### src/rtl/fu_lock_arbiter.sv
// Lock arbiter guarding one shared function unit: priority/round-robin grant,
// owner-only op forwarding and reply return, watchdog revoke of idle owners.

module fu_lock_node_dec #(
    parameter logic [3:0] TAG = 4'hD
) (
    input  logic [15:0] i_op,
    output logic        o_req,
    output logic [3:0]  o_prio,
    output logic        o_rel
);
    assign o_req  = (i_op[15:12] == 4'hF) && (i_op[11:8] == TAG) &&
                    (i_op[7:4] == 4'h0) && (i_op[3:0] != 4'h0);
    assign o_prio = i_op[3:0];
    assign o_rel  = (i_op == {4'hF, TAG, 8'hFF});
endmodule

module fu_lock_arbiter #(
    parameter int unsigned NODES   = 4,
    parameter logic [3:0]  TAG     = 4'hD,
    parameter int unsigned TIMEOUT = 1023
) (
    input  logic        CLK,
    input  logic        RST,
    input  logic [15:0] in_op_node0,
    input  logic [15:0] in_op_node1,
    input  logic [15:0] in_op_node2,
    input  logic [15:0] in_op_node3,
    output logic [15:0] out_node0,
    output logic [15:0] out_node1,
    output logic [15:0] out_node2,
    output logic [15:0] out_node3,
    output logic [15:0] res_op,
    input  logic [15:0] res_out,
    output logic [3:0]  grant,
    output logic        timeout_evt
);
    typedef enum logic {IDLE, OWNED} state_t;

    localparam logic [3:0]  NODE_MASK = 4'((1 << NODES) - 1);
    localparam logic [15:0] ABORT_W   = {4'hE, TAG, 8'hFF};
    localparam logic [15:0] WD_LAST   = 16'(TIMEOUT - 1);

    logic [3:0][15:0] w_in;
    logic [3:0]       w_req_raw, w_req, w_rel;
    logic [3:0][3:0]  w_prio;

    state_t           r_state, w_state_nx;
    logic [1:0]       r_owner, w_owner_nx, r_rr, w_rr_nx, w_rr_after;
    logic [15:0]      r_wd, w_wd_nx, r_prev, w_prev_nx, r_res_op, w_res_op_nx;
    logic [3:0][15:0] r_out, w_out_nx;
    logic [3:0]       r_grant, w_grant_nx;
    logic             r_tevt, w_tevt_nx;

    logic             w_win_vld;
    logic [1:0]       w_win;
    logic [3:0]       w_best;
    logic [2:0]       w_idx;
    logic [15:0]      w_own_op;

    assign w_in = {in_op_node3, in_op_node2, in_op_node1, in_op_node0};

    genvar gi;
    for (gi = 0; gi < 4; gi++) begin : g_dec
        fu_lock_node_dec #(.TAG(TAG)) u_dec (
            .i_op   (w_in[gi]),
            .o_req  (w_req_raw[gi]),
            .o_prio (w_prio[gi]),
            .o_rel  (w_rel[gi])
        );
    end

    assign w_req = w_req_raw & NODE_MASK;

    // Scan from rr_ptr with a strict '>' so the first tied node at or after rr_ptr wins.
    always_comb begin
        w_win_vld = 1'b0;
        w_win     = '0;
        w_best    = '0;
        w_idx     = '0;
        for (int k = 0; k < 4; k++) begin
            if (k < int'(NODES)) begin
                w_idx = {1'b0, r_rr} + 3'(k);
                if (w_idx >= 3'(NODES)) w_idx = w_idx - 3'(NODES);
                if (w_req[w_idx[1:0]] && (w_prio[w_idx[1:0]] > w_best)) begin
                    w_win_vld = 1'b1;
                    w_win     = w_idx[1:0];
                    w_best    = w_prio[w_idx[1:0]];
                end
            end
        end
    end

    assign w_own_op   = w_in[r_owner];
    assign w_rr_after = (r_owner == 2'(NODES - 1)) ? 2'd0 : r_owner + 2'd1;

    always_comb begin
        w_state_nx  = r_state;
        w_owner_nx  = r_owner;
        w_rr_nx     = r_rr;
        w_wd_nx     = r_wd;
        w_prev_nx   = r_prev;
        w_res_op_nx = '0;
        w_out_nx    = '0;
        w_grant_nx  = '0;
        w_tevt_nx   = 1'b0;
        case (r_state)
            IDLE: begin
                if (w_win_vld) begin
                    w_state_nx        = OWNED;
                    w_owner_nx        = w_win;
                    w_grant_nx[w_win] = 1'b1;
                    w_out_nx[w_win]   = {4'hF, TAG, 4'h1, 2'b00, w_win};
                    w_wd_nx           = '0;
                    w_prev_nx         = w_in[w_win];
                end
            end
            OWNED: begin
                w_prev_nx = w_own_op;
                if (w_rel[r_owner]) begin
                    w_state_nx = IDLE;
                    w_rr_nx    = w_rr_after;
                end else if ((w_own_op == r_prev) && (r_wd == WD_LAST)) begin
                    w_state_nx        = IDLE;
                    w_rr_nx           = w_rr_after;
                    w_out_nx[r_owner] = ABORT_W;
                    w_tevt_nx         = 1'b1;
                end else begin
                    w_grant_nx = r_grant;
                    if (w_own_op != r_prev) w_wd_nx = '0;
                    else if (r_wd != 16'hFFFF) w_wd_nx = r_wd + 16'd1;
                    // A repeated REQ from the owner is only a keepalive.
                    if (!w_req[r_owner]) begin
                        w_res_op_nx       = w_own_op;
                        w_out_nx[r_owner] = res_out;
                    end
                end
            end
            default: w_state_nx = IDLE;
        endcase
    end

    always_ff @(posedge CLK or posedge RST) begin
        if (RST) begin
            r_state  <= IDLE;
            r_owner  <= '0;
            r_rr     <= '0;
            r_wd     <= '0;
            r_prev   <= '0;
            r_res_op <= '0;
            r_out    <= '0;
            r_grant  <= '0;
            r_tevt   <= 1'b0;
        end else begin
            r_state  <= w_state_nx;
            r_owner  <= w_owner_nx;
            r_rr     <= w_rr_nx;
            r_wd     <= w_wd_nx;
            r_prev   <= w_prev_nx;
            r_res_op <= w_res_op_nx;
            r_out    <= w_out_nx;
            r_grant  <= w_grant_nx;
            r_tevt   <= w_tevt_nx;
        end
    end

    assign out_node0   = NODE_MASK[0] ? r_out[0] : 16'h0;
    assign out_node1   = NODE_MASK[1] ? r_out[1] : 16'h0;
    assign out_node2   = NODE_MASK[2] ? r_out[2] : 16'h0;
    assign out_node3   = NODE_MASK[3] ? r_out[3] : 16'h0;
    assign res_op      = r_res_op;
    assign grant       = r_grant;
    assign timeout_evt = r_tevt;
endmodule
### config.mk
export PLATFORM = sky130hd
export DESIGN_NAME = fu_lock_arbiter
export DESIGN_NICKNAME = d
export VERILOG_FILES = /design/src/rtl/fu_lock_arbiter.sv
export SDC_FILE = /design/constraint.sdc
export NUM_CORES = 1
export LEC_CHECK = 0
export ABC_AREA = 1
export CORE_MARGIN = 2
export CORE_UTILIZATION = 51
export DETAILED_ROUTE_END_ITERATION = 6
export PLACE_DENSITY_LB_ADDON = 0.15
export REMOVE_ABC_BUFFERS = 1
export SYNTH_ARGS = -nofsm -noshare
export SYNTH_HDL_FRONTEND = slang
export SYNTH_SLANG_ARGS = --single-unit
### constraint.sdc
create_clock -name CLK -period 6.8 [get_ports CLK]
set_input_delay 1.02 -clock CLK [delete_from_list [all_inputs] [get_ports CLK]]
set_output_delay 1.02 -clock CLK [all_outputs]
set_load 0.05 [all_outputs]
-- Yosys cells after proc, flatten, opt, wreduce, memory -nomap -nowiden
Cells that the tools add are included.
- add/sub/neg operators: 9
- multipliers: 0
- divide/modulo/power cells: 0
- order comparisons: 16
- equality and inequality tests: 22
- shift-type cells: 0
- mux-type cells: 76
- bitwise logic cells: 3
- reductions and logical operators: 31
- operators with widths (cell ; number):
    two-way mux 64 bit ; 4
    two-way mux 16 bit ; 14
    AND 64 bit ; 2
    case mux 64 bit (2 select lines) ; 1
    binary-select mux 16 bit (select 2 bit) ; 2
    demux 16 bit (select 2 bit) ; 2
    equality test 16 bit (second input constant) ; 4
    case mux 16 bit (2 select lines) ; 2
    two-way mux 4 bit ; 10
    binary-select mux 4 bit (select 2 bit) ; 4
    equality test 4 bit (second input constant) ; 8
    two-way mux 2 bit ; 11
    logical AND 1 bit ; 19
    < comparator 2 x 3 -> 1 bit (second input constant) ; 6
    two-way mux 1 bit ; 17
    adder 16 x 1 -> 16 bit (second input constant) ; 1
    equality test 16 x 10 -> 1 bit (second input constant) ; 1
    equality test 16 bit ; 1
    zero test 4 bit ; 4
    != test 16 bit ; 1
    != test 16 bit (second input constant) ; 1
    nonzero test 4 bit ; 4
    binary-select mux 1 bit (select 2 bit) ; 6
    > comparator 4 bit ; 3
    other kinds (18) ; 29
- register bits after elaboration: 122
- latch bits: 0
- memory bits (writable): 0
- ROM bits: 0
- input port bits: 82
- word-level logic and storage cells: 169
- memories kept: 0

-- Longest topological paths before layout
- depth in word-level cells: 24
- gate-level depth with buffers: 47

-- Hierarchy
A second synthesis with hierarchy kept.
- cell total of the unflattened synthesis: 1217
- area total of the unflattened synthesis: 8092.8 um^2
- modules (own cells, without submodules) (module ; instances ; cells each ; area an instance (um^2) ; sequential area each (um^2)):
    fu_lock_arbiter ; 1 ; 1089 ; 7552.2 ; 3052.9
    fu_lock_node_dec ; 4 ; 32 ; 135.1 ; 0.0

-- Worst setup path before layout
OpenSTA, ideal clock, no wires.
- path kind: input to register
- start: in in_op_node2[15]
- end: reg r_prev[10]
- library setup time: 0.133 ns
- arrival time: 5.663 ns
- data required time: 6.667 ns
- slack: 1.004 ns
- stages on the path: 42
- buffers on the path: 2
- cell sequence: nand2_1 -> inv_1 -> nand2_1 -> nor2_1 -> nand2_1 -> o21ai_0 -> nand2_1 -> nand2_1 -> o211ai_1 -> ha_1 -> nand2_1 -> o21bai_1 -> a21oi_1 -> nand2_1 -> nor2_1 -> buf_2 -> nor2_1 -> a21oi_1 -> [... 6 more ...] -> o21ai_1 -> nand2_1 -> o21ai_0 -> ha_1 -> inv_1 -> nor2_1 -> o21ai_0 -> a32oi_1 -> nand2_1 -> inv_1 -> nand2_1 -> nand2_1 -> nor2_1 -> nand2_1 -> clkinv_1 -> buf_2 -> a21oi_1 -> o21ai_0
- word-level cells in the longest chain between the ends: 21
- elaborated cells between the ends (all ways): 35
- classes of those cells: order compare: 3; eq/ne: 2; mux: 23; reduce/logical: 7
- RTL lines (what ; RTL line ; text):
    start, declared ; 27 ; input logic [15:0] in_op_node2,
    equality test 4 bit * ; 12 ; assign o_req = (i_op[15:12] == 4'hF) && (i_op[11:8] == TAG) &&
    logical AND 1 bit * (2 in series) ; 12 ;
    logical AND 1 bit * ; 13 ; (i_op[7:4] == 4'h0) && (i_op[3:0] != 4'h0);
    binary-select mux 1 bit (select 2 bit) ; 85 ; if (w_req[w_idx[1:0]] && (w_prio[w_idx[1:0]] > w_best)) begin
    two-way mux 1 bit (implied by the code) ; 85 ;
    logical AND 1 bit ; 85 ;
    two-way mux 4 bit ; 85 ;
    > comparator 4 bit ; 85 ;
    [... 4 more ...] ; -- ;
    two-way mux 4 bit ; 85 ;
    > comparator 4 bit ; 85 ;
    logical AND 1 bit ; 85 ;
    two-way mux 2 bit ; 85 ;
    binary-select mux 16 bit (select 2 bit) ; 115 ; w_prev_nx = w_in[w_win];
    two-way mux 16 bit (implied by the code) ; 115 ;
    two-way mux 16 bit ; 109 ; if (w_win_vld) begin
    case mux 16 bit (2 select lines) ; 107 ; case (r_state)
    end signal, assigned ; 159 ; r_prev <= w_prev_nx;
    end, declared ; 50 ; logic [15:0] r_wd, w_wd_nx, r_prev, w_prev_nx, r_res_op, w_res_op_nx;
Mark *: on every way between the ends. The rest lies on a longest branch, timed or not. The select of a mux whose other input is x is not followed.
A chain may end at the register's enable or synchronous reset.

==> summary.txt <==
Layout
  – Proportion of layout cells with a drive suffix above 1: 11.07%
  – Area grow syn2layout: 39.40%
  – Nets: 1,306
  – Ant. Diodes: 0

Drt
  – DR iter-0 viols: 619
  – Residual DRC: 0
  – Routed vias/inst: 5.284
  – Final ANT Viol Nets: 0
  – TritonRoute pass-1 iters: 5
  – Vias: 7,393
  – DRT Wirelength: 20,730 um
  – DR WL/cell: 14.81 um

Worst hold path
  – Hold path depth: 2
  – Hold path endpoint: grant[0]
  – Hold Path Class: reg -> reg
  – Hold path startpoint: grant[0]

Die
  – Rows: 43
  – Die H: 122.6 um
  – Initial Util: 51.89%
  – Width of the die: 122.6 um
  – Core area: 13,830 sq um
  – Num ports: 167
  – Die area: 15,030 sq um

Placement
  – Post-DP HPWL: 15,730 um
  – Place WS: -0.1836 ns
  – # port buffers: 166
  – Routability cong.: 0.9925

Setup path
  – RR Endpoint: out_node2[13]
  – Crit-path leading delay family: simple AND/OR/NAND/NOR gates
  – CP Buf/Inv Count: 9
  – R2r worst-path depth: 37
  – Worst Path Required: 7.09 ns
  – Worst Path Max Fanout: 9
  – CP max-delay cell: clkdlybuf4s50_1
  – CP max stage delay: 0.45 ns
  – Arr. time, crit path: 6.56 ns
  – Critical Setup Path Class: in -> reg
  – Crit start category: input pin
  – Cell repeated most along the worst path: nand2_1
  – Worst r2r src: r_rr[0]
  – Reg-to-reg slack, setup: 0.62 ns
  – Setup crit end kind: flip-flop

Synth
  – Yosys Warn Count: 0
  – Ys flop type: dfrtp_1
  – Share of the synthesized area in the top cell type: 42.55%
  – Synthesized flop and latch total: 122
  – Yosys cell types: 37
  – Yosys top cell by area: dfrtp_1
  – Syn Inst Count: 994
  – Register area share after synthesis: 42.55%
  – Synth area leaders: dfrtp_1 43%, nand2_1 17%, o21ai_0 5.0%, inv_1 4.9%, nor2_1 4.9%
  – Top-count cell post-synth: nand2_1
  – Share of flip-flops with an asynchronous set or reset: 100.0%
  – Syn_area_per_cell: 7.218 sq um
  – Synth cell count leaders: 333 x nand2_1, 122 x dfrtp_1, 94 x inv_1, 94 x nor2_1, 72 x o21ai_0
  – Number of flops mapped to enable cells by yosys: 0
  – Post-synthesis cell area: 7174 sq um

GRT
  – Vias in the first global route: 6,859
  – GRT Overall Usage: 28.31%
  – Largest net degree at the start of global routing: 68
  – Antenna violations before repair: 0
  – First-pass GRT wire length: 33,190 um
  – Global route overflow: 0

Power and ir drop
  – Worst VDD drop: 0.3040 mV
  – Switching Share: 49.10%
  – Clock share of power: 16.3%
  – Int Power: 2.709 mW
  – PwrDens: 532.3 nW/um^2
  – Comb power frac: 63.7%
  – P_sw: 2.614 mW
  – Seq pwr share: 20.0%
  – Leakage power: 5.005 nW

CTS
  – Post-CTS Setup Bufs: 0
  – CTS root buffer: clkbuf_16
  – TritonCTS clock tree: yes
  – Clk buf depth: 2
  – Cts repair resizes: 0
  – Clock sinks: 122
  – Clk_lat worst skew: 0.40 ns
  – Reg clk slew, reported paths: 0.05 ns
  – H-tree depth: 4
  – Hold buffers post-CTS: 0
  – CTS buffer count: 17

STA
  – Fmax: 159.4 MHz
  – Final min period: 6.272 ns
  – Final hold vios: 0
  – Worst slew pin tran: 1.018 ns
  – Clock Skew: 0.007372 ns
  – Final worst-path setup slack: 0.5283 ns
  – Final setup viols: 0
  – Final period util: 92.23%
  – Setup_tns: 0 ns
  – Slew Viols, Final: 0
  – Slew Limit Headroom: 32.13%

Flow run
  – Max cap viols: 0

Status
  – Status: finished, final reports clean
## tightest hold or removal path, cell delays in order, from the launching register on
cell and delay, ns:
dfrtp_1 0.34, nand2_1 0.05, nand2_1 0.04
## per-layer routing
layer,wire [um],track usage [%]
met1,8784,37.23
met2,9911,47.40
met3,1424,5.019
met4,605,9.339
met5,0,0
## power groups by stage
stage | clock, mW | combinational (mW) | sequential [mW]
2_1_floorplan | 0 | 1.61 | 1.48
3_3_place_gp | 0 | 3.21 | 1.06
3_5_place_dp | 0 | 3.25 | 1.07
4_1_cts | 0.873 | 3.27 | 1.06
5_1_grt | 0.912 | 3.74 | 1.08
6_report | 0.870 | 3.39 | 1.06
## per-stage QoR
| stage | cell area [sq um] | power (mW) | hold WS, ns | std cells | utilization [%] |
|---|---|---|---|---|---|
| finish | 10000 | 5.324 | 0.4711 | 1399 | 72.33 |
| global route | 10000 | 5.733 | 0.5217 | 1399 | 72.33 |
| CTS | 9945 | 5.209 | 0.4712 | 1398 | 71.92 |
| detailed placement | 9364 | 4.320 | 0.4576 | 1366 | 67.72 |
| global placement | 9364 | 4.272 | 0.4555 | 1366 | 67.72 |
| floorplan | 6944 | 3.088 | 0.4722 | 956 | - |
## worst max-delay path by stage
| stage | end | start | slack (ns) | cells after the start |
|---|---|---|---|---|
| 2_1_floorplan | out_node2[12] | in_op_node2[15] | 0.56 | 41 |
| 3_3_place_gp | r_prev[13] | in_op_node2[15] | 0.10 | 44 |
| 3_5_place_dp | out_node2[15] | in_op_node2[15] | -0.18 | 46 |
| 4_1_cts | r_prev[11] | in_op_node2[15] | 0.22 | 46 |
| 5_1_grt | r_prev[3] | in_op_node3[6] | -0.05 | 45 |
| 6_report | out_node2[13] | in_op_node3[6] | 0.53 | 44 |
## cells in the final DEF (no fill, tap or decap), types with 2 or more instances in the layout
master / count
nand2_1: 331
clkdlybuf4s50_1: 166
dfrtp_1: 122
inv_1: 92
nor2_1: 92
o21ai_0: 70
buf_4: 60
nand3_1: 56
nand4_1: 28
a21oi_1: 26
o21ai_1: 25
xor2_1: 22
ha_1: 18
clkbuf_16: 17
nand2_2: 10
nor3_1: 9
nor4_1: 8
nor2_2: 7
inv_2: 6
clkinvlp_4: 6
clkinv_2: 6
xnor2_1: 5
buf_12: 4
a21oi_2: 3
o21bai_1: 3
o211ai_1: 3
nand2_4: 2
nand3_2: 2
o21ai_2: 2
clkbuf_8: 2
bufinv_16: 2
## logic make-up (layout without fill, tap and decap cells)
family                     count (synthesis)  in the layout  synth area share [%]
and+or+nand+nor                          549            549                 32.30
buffers and inverters                    140            365                 8.563
AOI/OAI and AO/OA                        138            138                 10.15
DFF                                      122            122                 42.55
xor gates and xnor gates                  27             27                 3.296
adders and majority gates                 18             18                 3.139
## sequential cells by signal, indices dropped and copies added (netlist names), 2 cells and up
register,flops
out_node0,16
out_node1,16
out_node2,16
out_node3,16
r_prev,16
r_wd,16
res_op,16
grant,4
r_owner,2
r_rr,2
## final cells by class
class | count | area (sq um)
fillers | 1074 | 3826
multi-input cells | 732 | 3552
flip-flops and latches | 122 | 3053
repair buffers | 230 | 2192
clock buffers | 20 | 456.7
inverters | 102 | 390.4
well taps | 180 | 225.2
clock inverters | 12 | 123.9
repair inverters | 1 | 7.507
(Power assumes the default switching activity.)
